`src/rtl/read_operands_multi.sv`:
```
// read_operands_multi
// ---------------------------------------------------------------------------
// Operand-read pipeline stage for a group of LANES decoded instructions.
// The stage holds one group. It drives register-file read addresses from the
// held source numbers and resolves each source from:
//   - register 0
//   - a forwarding (bypass) port, only when RO_BYPASS_EN is defined
//   - register-file data and its valid bit
// It then reports per-lane issue readiness, chained in lane order.
//
// Optional feature: define RO_BYPASS_EN to enable forwarding from the byp_*
// ports. When it is undefined, byp_* inputs are ignored.
//
// Handshake: a group is presented on ro_valid/ro_ready. When allowout=1 and
// flush=0, downstream accepts the whole group on that edge and the stage loads
// the next group from id_* (held valid[i] <= id_ready[i]). When allowout=0,
// the held group is kept unchanged. flush=1 drops the held group regardless.
//
// Ports
//   clk, reset (async, active-high), flush, allowout : control
//   id_ready, id_payload, id_have_exception, id_rf_src1, id_rf_src2,
//   id_src2_is_imm, id_imm                             : incoming group
//   r1_addr, r2_addr                                   : register-file read addresses
//   r1_valid, r2_valid, r1_data, r2_data               : register-file read data
//   byp_valid, byp_dest, byp_data                      : forwarding ports
//   ro_valid, ro_ready, ro_have_exception, ro_payload,
//   ro_src1, ro_src2, ro_st_data                       : outgoing group
//   ro_stall_cnt                                       : lane-0 stall cycles (saturating)
module read_operands_multi #(
    parameter int LANES     = 2,
    parameter int XLEN      = 32,
    parameter int PAYLOAD_W = 64,
    parameter int NBYP      = 2
) (
    input  logic                   clk,
    input  logic                   reset,
    input  logic                   flush,
    input  logic                   allowout,
    input  logic [LANES-1:0]       id_ready,
    input  logic [LANES*PAYLOAD_W-1:0] id_payload,
    input  logic [LANES-1:0]       id_have_exception,
    input  logic [LANES*5-1:0]     id_rf_src1,
    input  logic [LANES*5-1:0]     id_rf_src2,
    input  logic [LANES-1:0]       id_src2_is_imm,
    input  logic [LANES*XLEN-1:0]  id_imm,
    output logic [LANES*5-1:0]     r1_addr,
    output logic [LANES*5-1:0]     r2_addr,
    input  logic [LANES-1:0]       r1_valid,
    input  logic [LANES-1:0]       r2_valid,
    input  logic [LANES*XLEN-1:0]  r1_data,
    input  logic [LANES*XLEN-1:0]  r2_data,
    input  logic [NBYP-1:0]        byp_valid,
    input  logic [NBYP*5-1:0]      byp_dest,
    input  logic [NBYP*XLEN-1:0]   byp_data,
    output logic [LANES-1:0]       ro_valid,
    output logic [LANES-1:0]       ro_ready,
    output logic [LANES-1:0]       ro_have_exception,
    output logic [LANES*PAYLOAD_W-1:0] ro_payload,
    output logic [LANES*XLEN-1:0]  ro_src1,
    output logic [LANES*XLEN-1:0]  ro_src2,
    output logic [LANES*XLEN-1:0]  ro_st_data,
    output logic [31:0]            ro_stall_cnt
);

    // Held group state
    logic [LANES-1:0]           valid_q;
    logic [LANES*PAYLOAD_W-1:0] payload_q;
    logic [LANES-1:0]           exc_q;
    logic [LANES*5-1:0]         src1_q;
    logic [LANES*5-1:0]         src2_q;
    logic [LANES-1:0]           imm_sel_q;
    logic [LANES*XLEN-1:0]      imm_q;
    logic [31:0]                stall_q;

    // Resolved operands
    logic [LANES-1:0]           rdy1;
    logic [LANES-1:0]           rdy2;
    logic [LANES*XLEN-1:0]      val1;
    logic [LANES*XLEN-1:0]      val2;
    logic [LANES-1:0]           self_rdy;
    logic [LANES-1:0]           chain_rdy;

    // Valid bits are the only held state that reset touches.
    always_ff @(posedge clk or posedge reset) begin
        if (reset) begin
            valid_q <= '0;
        end else if (flush) begin
            valid_q <= '0;
        end else if (allowout) begin
            valid_q <= id_ready;
        end
    end

    always_ff @(posedge clk) begin
        if (allowout && !flush) begin
            payload_q <= id_payload;
            exc_q     <= id_have_exception;
            src1_q    <= id_rf_src1;
            src2_q    <= id_rf_src2;
            imm_sel_q <= id_src2_is_imm;
            imm_q     <= id_imm;
        end
    end

    // Returns {ready, data} for one source number.
    function automatic logic [XLEN:0] resolve(
        input logic [4:0]           src,
        input logic                 rf_v,
        input logic [XLEN-1:0]      rf_d
`ifdef RO_BYPASS_EN
        ,
        input logic [NBYP-1:0]      bv,
        input logic [NBYP*5-1:0]    bd,
        input logic [NBYP*XLEN-1:0] bdat
`endif
    );
        logic [XLEN:0] r;
        r = {rf_v, rf_d};
        if (src == 5'd0) begin
            r = {1'b1, {XLEN{1'b0}}};
        end
`ifdef RO_BYPASS_EN
        else begin
            // Descending scan so the lowest-index matching port is written last.
            for (int k = NBYP - 1; k >= 0; k--) begin
                if (bv[k] && (bd[k*5 +: 5] == src)) begin
                    r = {1'b1, bdat[k*XLEN +: XLEN]};
                end
            end
        end
`endif
        return r;
    endfunction

    always_comb begin
        rdy1 = '0;
        rdy2 = '0;
        val1 = '0;
        val2 = '0;
        for (int i = 0; i < LANES; i++) begin
`ifdef RO_BYPASS_EN
            {rdy1[i], val1[i*XLEN +: XLEN]} = resolve(src1_q[i*5 +: 5], r1_valid[i],
                r1_data[i*XLEN +: XLEN], byp_valid, byp_dest, byp_data);
            {rdy2[i], val2[i*XLEN +: XLEN]} = resolve(src2_q[i*5 +: 5], r2_valid[i],
                r2_data[i*XLEN +: XLEN], byp_valid, byp_dest, byp_data);
`else
            {rdy1[i], val1[i*XLEN +: XLEN]} = resolve(src1_q[i*5 +: 5], r1_valid[i],
                r1_data[i*XLEN +: XLEN]);
            {rdy2[i], val2[i*XLEN +: XLEN]} = resolve(src2_q[i*5 +: 5], r2_valid[i],
                r2_data[i*XLEN +: XLEN]);
`endif
        end
    end

`ifndef RO_BYPASS_EN
    logic unused_byp;
    assign unused_byp = ^{byp_valid, byp_dest, byp_data};
`endif

    // A lane with an exception issues without waiting for operands.
    // Readiness is chained so a lane never issues ahead of an older one.
    always_comb begin
        self_rdy  = valid_q & ((rdy1 & rdy2) | exc_q);
        chain_rdy = '0;
        chain_rdy[0] = self_rdy[0];
        for (int i = 1; i < LANES; i++) begin
            chain_rdy[i] = self_rdy[i] & chain_rdy[i-1];
        end
    end

    always_comb begin
        ro_src2 = '0;
        for (int i = 0; i < LANES; i++) begin
            ro_src2[i*XLEN +: XLEN] = imm_sel_q[i] ? imm_q[i*XLEN +: XLEN]
                                                   : val2[i*XLEN +: XLEN];
        end
    end

    // Stall counter saturates and is deliberately not cleared by flush.
    always_ff @(posedge clk or posedge reset) begin
        if (reset) begin
            stall_q <= '0;
        end else if (valid_q[0] && !chain_rdy[0] && !flush && (stall_q != 32'hFFFF_FFFF)) begin
            stall_q <= stall_q + 32'd1;
        end
    end

    assign r1_addr           = src1_q;
    assign r2_addr           = src2_q;
    assign ro_valid          = valid_q;
    assign ro_ready          = chain_rdy;
    assign ro_have_exception = exc_q;
    assign ro_payload        = payload_q;
    assign ro_src1           = val1;
    assign ro_st_data        = val2;
    assign ro_stall_cnt      = stall_q;

endmodule
```
`config.mk`:
```
export PLATFORM = sky130hd
export DESIGN_NAME = read_operands_multi
export DESIGN_NICKNAME = d
export VERILOG_FILES = /design/src/rtl/read_operands_multi.sv
export SDC_FILE = /design/constraint.sdc
export NUM_CORES = 1
export LEC_CHECK = 0
export BUFFER_PORTS_ARGS = -buffer_cell sky130_fd_sc_hd__buf_2
export CAP_MARGIN = 10
export CELL_PAD_IN_SITES_DETAIL_PLACEMENT = 1
export CELL_PAD_IN_SITES_GLOBAL_PLACEMENT = 2
export CORE_AREA = 3 3 315 317
export DETAILED_ROUTE_END_ITERATION = 7
export DIE_AREA = 0 0 318 320
export GPL_TIMING_DRIVEN = 0
export PLACE_DENSITY = 0.41
export SLEW_MARGIN = 30
export SYNTH_ARGS = -nofsm -noshare
export SYNTH_HDL_FRONTEND = slang
export SYNTH_SLANG_ARGS = --single-unit
```
`constraint.sdc`:
```
create_clock -name clk -period 3.2 [get_ports clk]
set_clock_uncertainty 0.1 [all_clocks]
set_input_delay 0 -clock clk [delete_from_list [all_inputs] [get_ports clk]]
set_output_delay 0 -clock clk [all_outputs]
set_load 0.01 [all_outputs]
```
==> impl_metrics.py <==
metrics = {
    "outcome": {
        "status": "finished clean",
    },
    "logic_synthesis": {
        "syn-num-nets": 1025,
        "yosysMostFrequentCell": "edfxtp_1",
        "ys_ff_latch": 250,
        "synth_warnings": 0,
        "synth_edf_count": 216,
        "synth_area_leaders": "edfxtp_1 (65%), dfrtp_1 (8.6%), nor2b_1 (8.0%)",
        "synth.top_cells.by_count": "edfxtp_1 (216), nor2b_1 (126), mux2_2 (65)",
        "yosys.area.top_type": "edfxtp_1",
        "netlist.area_leader.share_pct": 65.5,
        "synth_ff_type": "edfxtp_1",
        "async_flop_share_pct": 13.6,
        "syn_inst": 594,
        "syn_area_mm2": 0.00990,
        "ys_types": 36,
        "synth-seq-area-share_pct": 74.1,
        "syn_area_per_cell_um2": 16.7,
    },
    "timing": {
        "fmax_mhz": 339,
        "rsz0062_at_grt": "no",
        "finalCritPeriodShare_pct": 92.1,
        "worst_pin_slew_ns": 0.806,
        "setup_viol": 0,
        "period_minus_slack_ns": 2.95,
        "maxSlewViolCount": 0,
        "hold-worst-slack_ns": 0.0483,
        "slew_headroom_pct": 46.3,
        "hold_violations": 0,
        "fin_ws_ns": 0.252,
        "fin_setup_tns_ns": 0,
    },
    "setup_path": {
        "crit_path_start_kind": "register",
        "reg2reg_to": "ro_stall_cnt[1]$_DFFE_PP0P_",
        "arrival_ns": 2.85,
        "path_class": "reg -> out",
        "cp_data_required_time_ns": 3.10,
        "rrSetupSlack_ns": 0.50,
        "path_common_cell": "buf_2",
        "worstPathCellList": "or4_1 > nor2_2 > buf_2 > o22a_2 > o211a_1 > buf_2",
        "rr_startpoint": "r1_addr[0]$_DFFE_PP_",
        "ff2ff_path_depth": 6,
        "critPathCaptureType": "primary output",
        "slowest_delay_ns": 0.56,
        "cp_max_fo": 10,
        "slowest_stage": "or4_1",
    },
    "place": {
        "port-buffer-count": 731,
        "dp_slack_ns": 0.354,
        "dp_hpwl_mm": 47.7,
        "gp_congestion": 0.836,
        "placed_area_mm2": 0.0155,
    },
    "die": {
        "die_area_mm2": 0.102,
        "ioPinCount": 808,
        "core_area_mm2": 0.0966,
        "row_count": 114,
        "dieHeight_um": 320,
        "start_util_pct": 10.3,
        "die_x_um": 318,
    },
    "min_path": {
        "hold_start": "id_payload[99]",
        "worstHoldPathCells": 2,
        "min_path_type": "in -> reg",
        "holdPathEnd": "ro_payload[99]$_DFFE_PP_",
    },
    "clock_tree": {
        "cts_tree": "yes",
        "clk-insertion-delay-late_ns": 0.57,
        "max-clock-path-buffers": 3,
        "clk_pin_slew_ns": 0.06,
        "cts_sinks": 250,
        "htreeDepth": 2,
        "cts_made_buffers": 37,
        "clock-root-buffer": "clkbuf_16",
    },
    "route": {
        "routed_wl_mm": 59.8,
        "antenna_left": 0,
        "dr.pass1.iters": 4,
        "viasPerCell": 3.20,
        "remaining_drc_errors": 0,
        "num_vias": 9637,
        "post_drt_wl_per_cell_um": 19.9,
        "drt_iter0_drc": 325,
    },
    "finish": {
        "drive_gt1_share_pct": 51.2,
        "final_area_mm2": 0.0201,
        "area_delta_synth_final_pct": 103,
        "fin_nets": 2139,
    },
    "grt": {
        "grt_first_pass_wirelength_mm": 83.2,
        "grt_max_degree": 25,
        "grt_pass1_vias": 11100,
        "track_usage_pct": 11.3,
        "antenna_found_initial": 8,
        "grt_overflow": 0,
    },
    "pwr": {
        "p_comb_share_pct": 16.2,
        "ir_drop_mv": 0.404,
        "pwr-share-clk_pct": 43.7,
        "switchingPower_mw": 2.55,
        "power_mw": 9.64,
        "seqPwrFrac_pct": 40.1,
        "power_leakage_nw": 8.52,
        "p_per_area_mw_per_mm2": 480,
        "p_int_mw": 7.10,
        "swShare_pct": 26.4,
    },
    "job": {
        "maxCapViolations": 0,
    },
}
-- worst max-delay path by stage --
| stage | slack (ns) | cells past startpoint | start | end |
|---|---|---|---|---|
| floorplan | -0.57 | 1 | allowout | imm_q[0]$_DFFE_PP_ |
| finish | 0.25 | 6 | r2_addr[5]$_DFFE_PP_ | ro_ready[1] |
| detailed placement | 0.35 | 6 | r2_addr[0]$_DFFE_PP_ | ro_src2[8] |
| CTS | 0.008 | 6 | r2_addr[0]$_DFFE_PP_ | ro_src2[8] |
| global route | 0.04 | 6 | r2_addr[8]$_DFFE_PP_ | ro_ready[1] |
| global placement | -3.03 | 2 | flush | imm_q[46]$_DFFE_PP_ |
-- flip-flops by register name, indices dropped and copies added, names as in the netlist --
name	flops
r2_addr	10
ro_stall_cnt	32
imm_q	64
ro_valid	2
imm_sel_q	2
ro_payload	128
r1_addr	10
ro_have_exception	2
-- routing by layer --
layer / vias to the layer above / GRT usage [%] / routed length [um]
li1: 4449 / - / -
met5: - / 0 / 23
met3: 61 / 5.21 / 5990
met1: 4702 / 13.1 / 24000
met2: 421 / 19.1 / 28700
met4: 4 / 2.63 / 1040
-- cells by family (layout without fill, tap and decap cells) --
| logic type | after synthesis | after routing | synth area share, % |
|---|---|---|---|
| fa+ha+maj | 1 | 1 | 0.126 |
| other cells | 0 | 5 | 0 |
| simple gates | 212 | 212 | 13.4 |
| mux | 67 | 67 | 7.59 |
| compound gates | 9 | 9 | 1.01 |
| xor+xnor | 31 | 31 | 2.74 |
| flops | 250 | 250 | 74.1 |
| buf+inv | 24 | 1162 | 1.01 |
-- final cells by class --
cell class	count	area, um2
well taps	1276	1600
clock inverters	18	239
clock buffers	45	977
flip-flops and latches	250	7340
plain buffers	22	93.8
inverters	2	7.51
repair buffers	1075	7330
diodes	5	12.5
multi-input cells	320	2480
fillers	11000	76500
-- cells in the final DEF (no fill, tap or decap), drive strengths merged, types with 13 or more instances in the layout --
cell type and instances:
nand3 19, buf 757, mux2 65, nor2b 126
dfrtp 34, clkbuf 56, edfxtp 216, dlygate4sd3 329
xnor2 31, clkinv 13, nand4 21
-- power by group through the flow --
stage	clock network [mW]	logic (mW)	registers (mW)
6_report	4.21	1.56	3.87
5_1_grt	4.55	1.70	3.89
4_1_cts	4.44	1.61	3.87
3_5_place_dp	0	1.26	3.93
3_3_place_gp	0	1.21	3.95
2_1_floorplan	0	0.367	4.00
-- metrics by stage --
stage / utilization, % / instances
2_1_floorplan: - / 594
3_3_place_gp: 15.7 / 2601
3_5_place_dp: 16.1 / 2614
4_1_cts: 20.7 / 3006
5_1_grt: 20.8 / 3009
6_report: 20.8 / 3013
-- critical path: cells and delay by family (launching register included) --
family | cells | cell delay (ns)
buffers and inverters | 2 | 0.46
AO/OA/AOI/OAI | 2 | 0.53
flip-flops | 1 | 0.42
AND/OR/NAND/NOR | 2 | 0.85
-- timing repair --
action / 4_1_cts / 5_1_grt
hold buffers: 329 / 0
setup buffers: 0 / 2
pin swaps: 0 / 1
setup endpoints to repair: 40 / 1
gates resized for setup: 2 / 0
hold endpoints to repair: 274 / 0
Note: power is estimated with default switching activity, not from simulation.
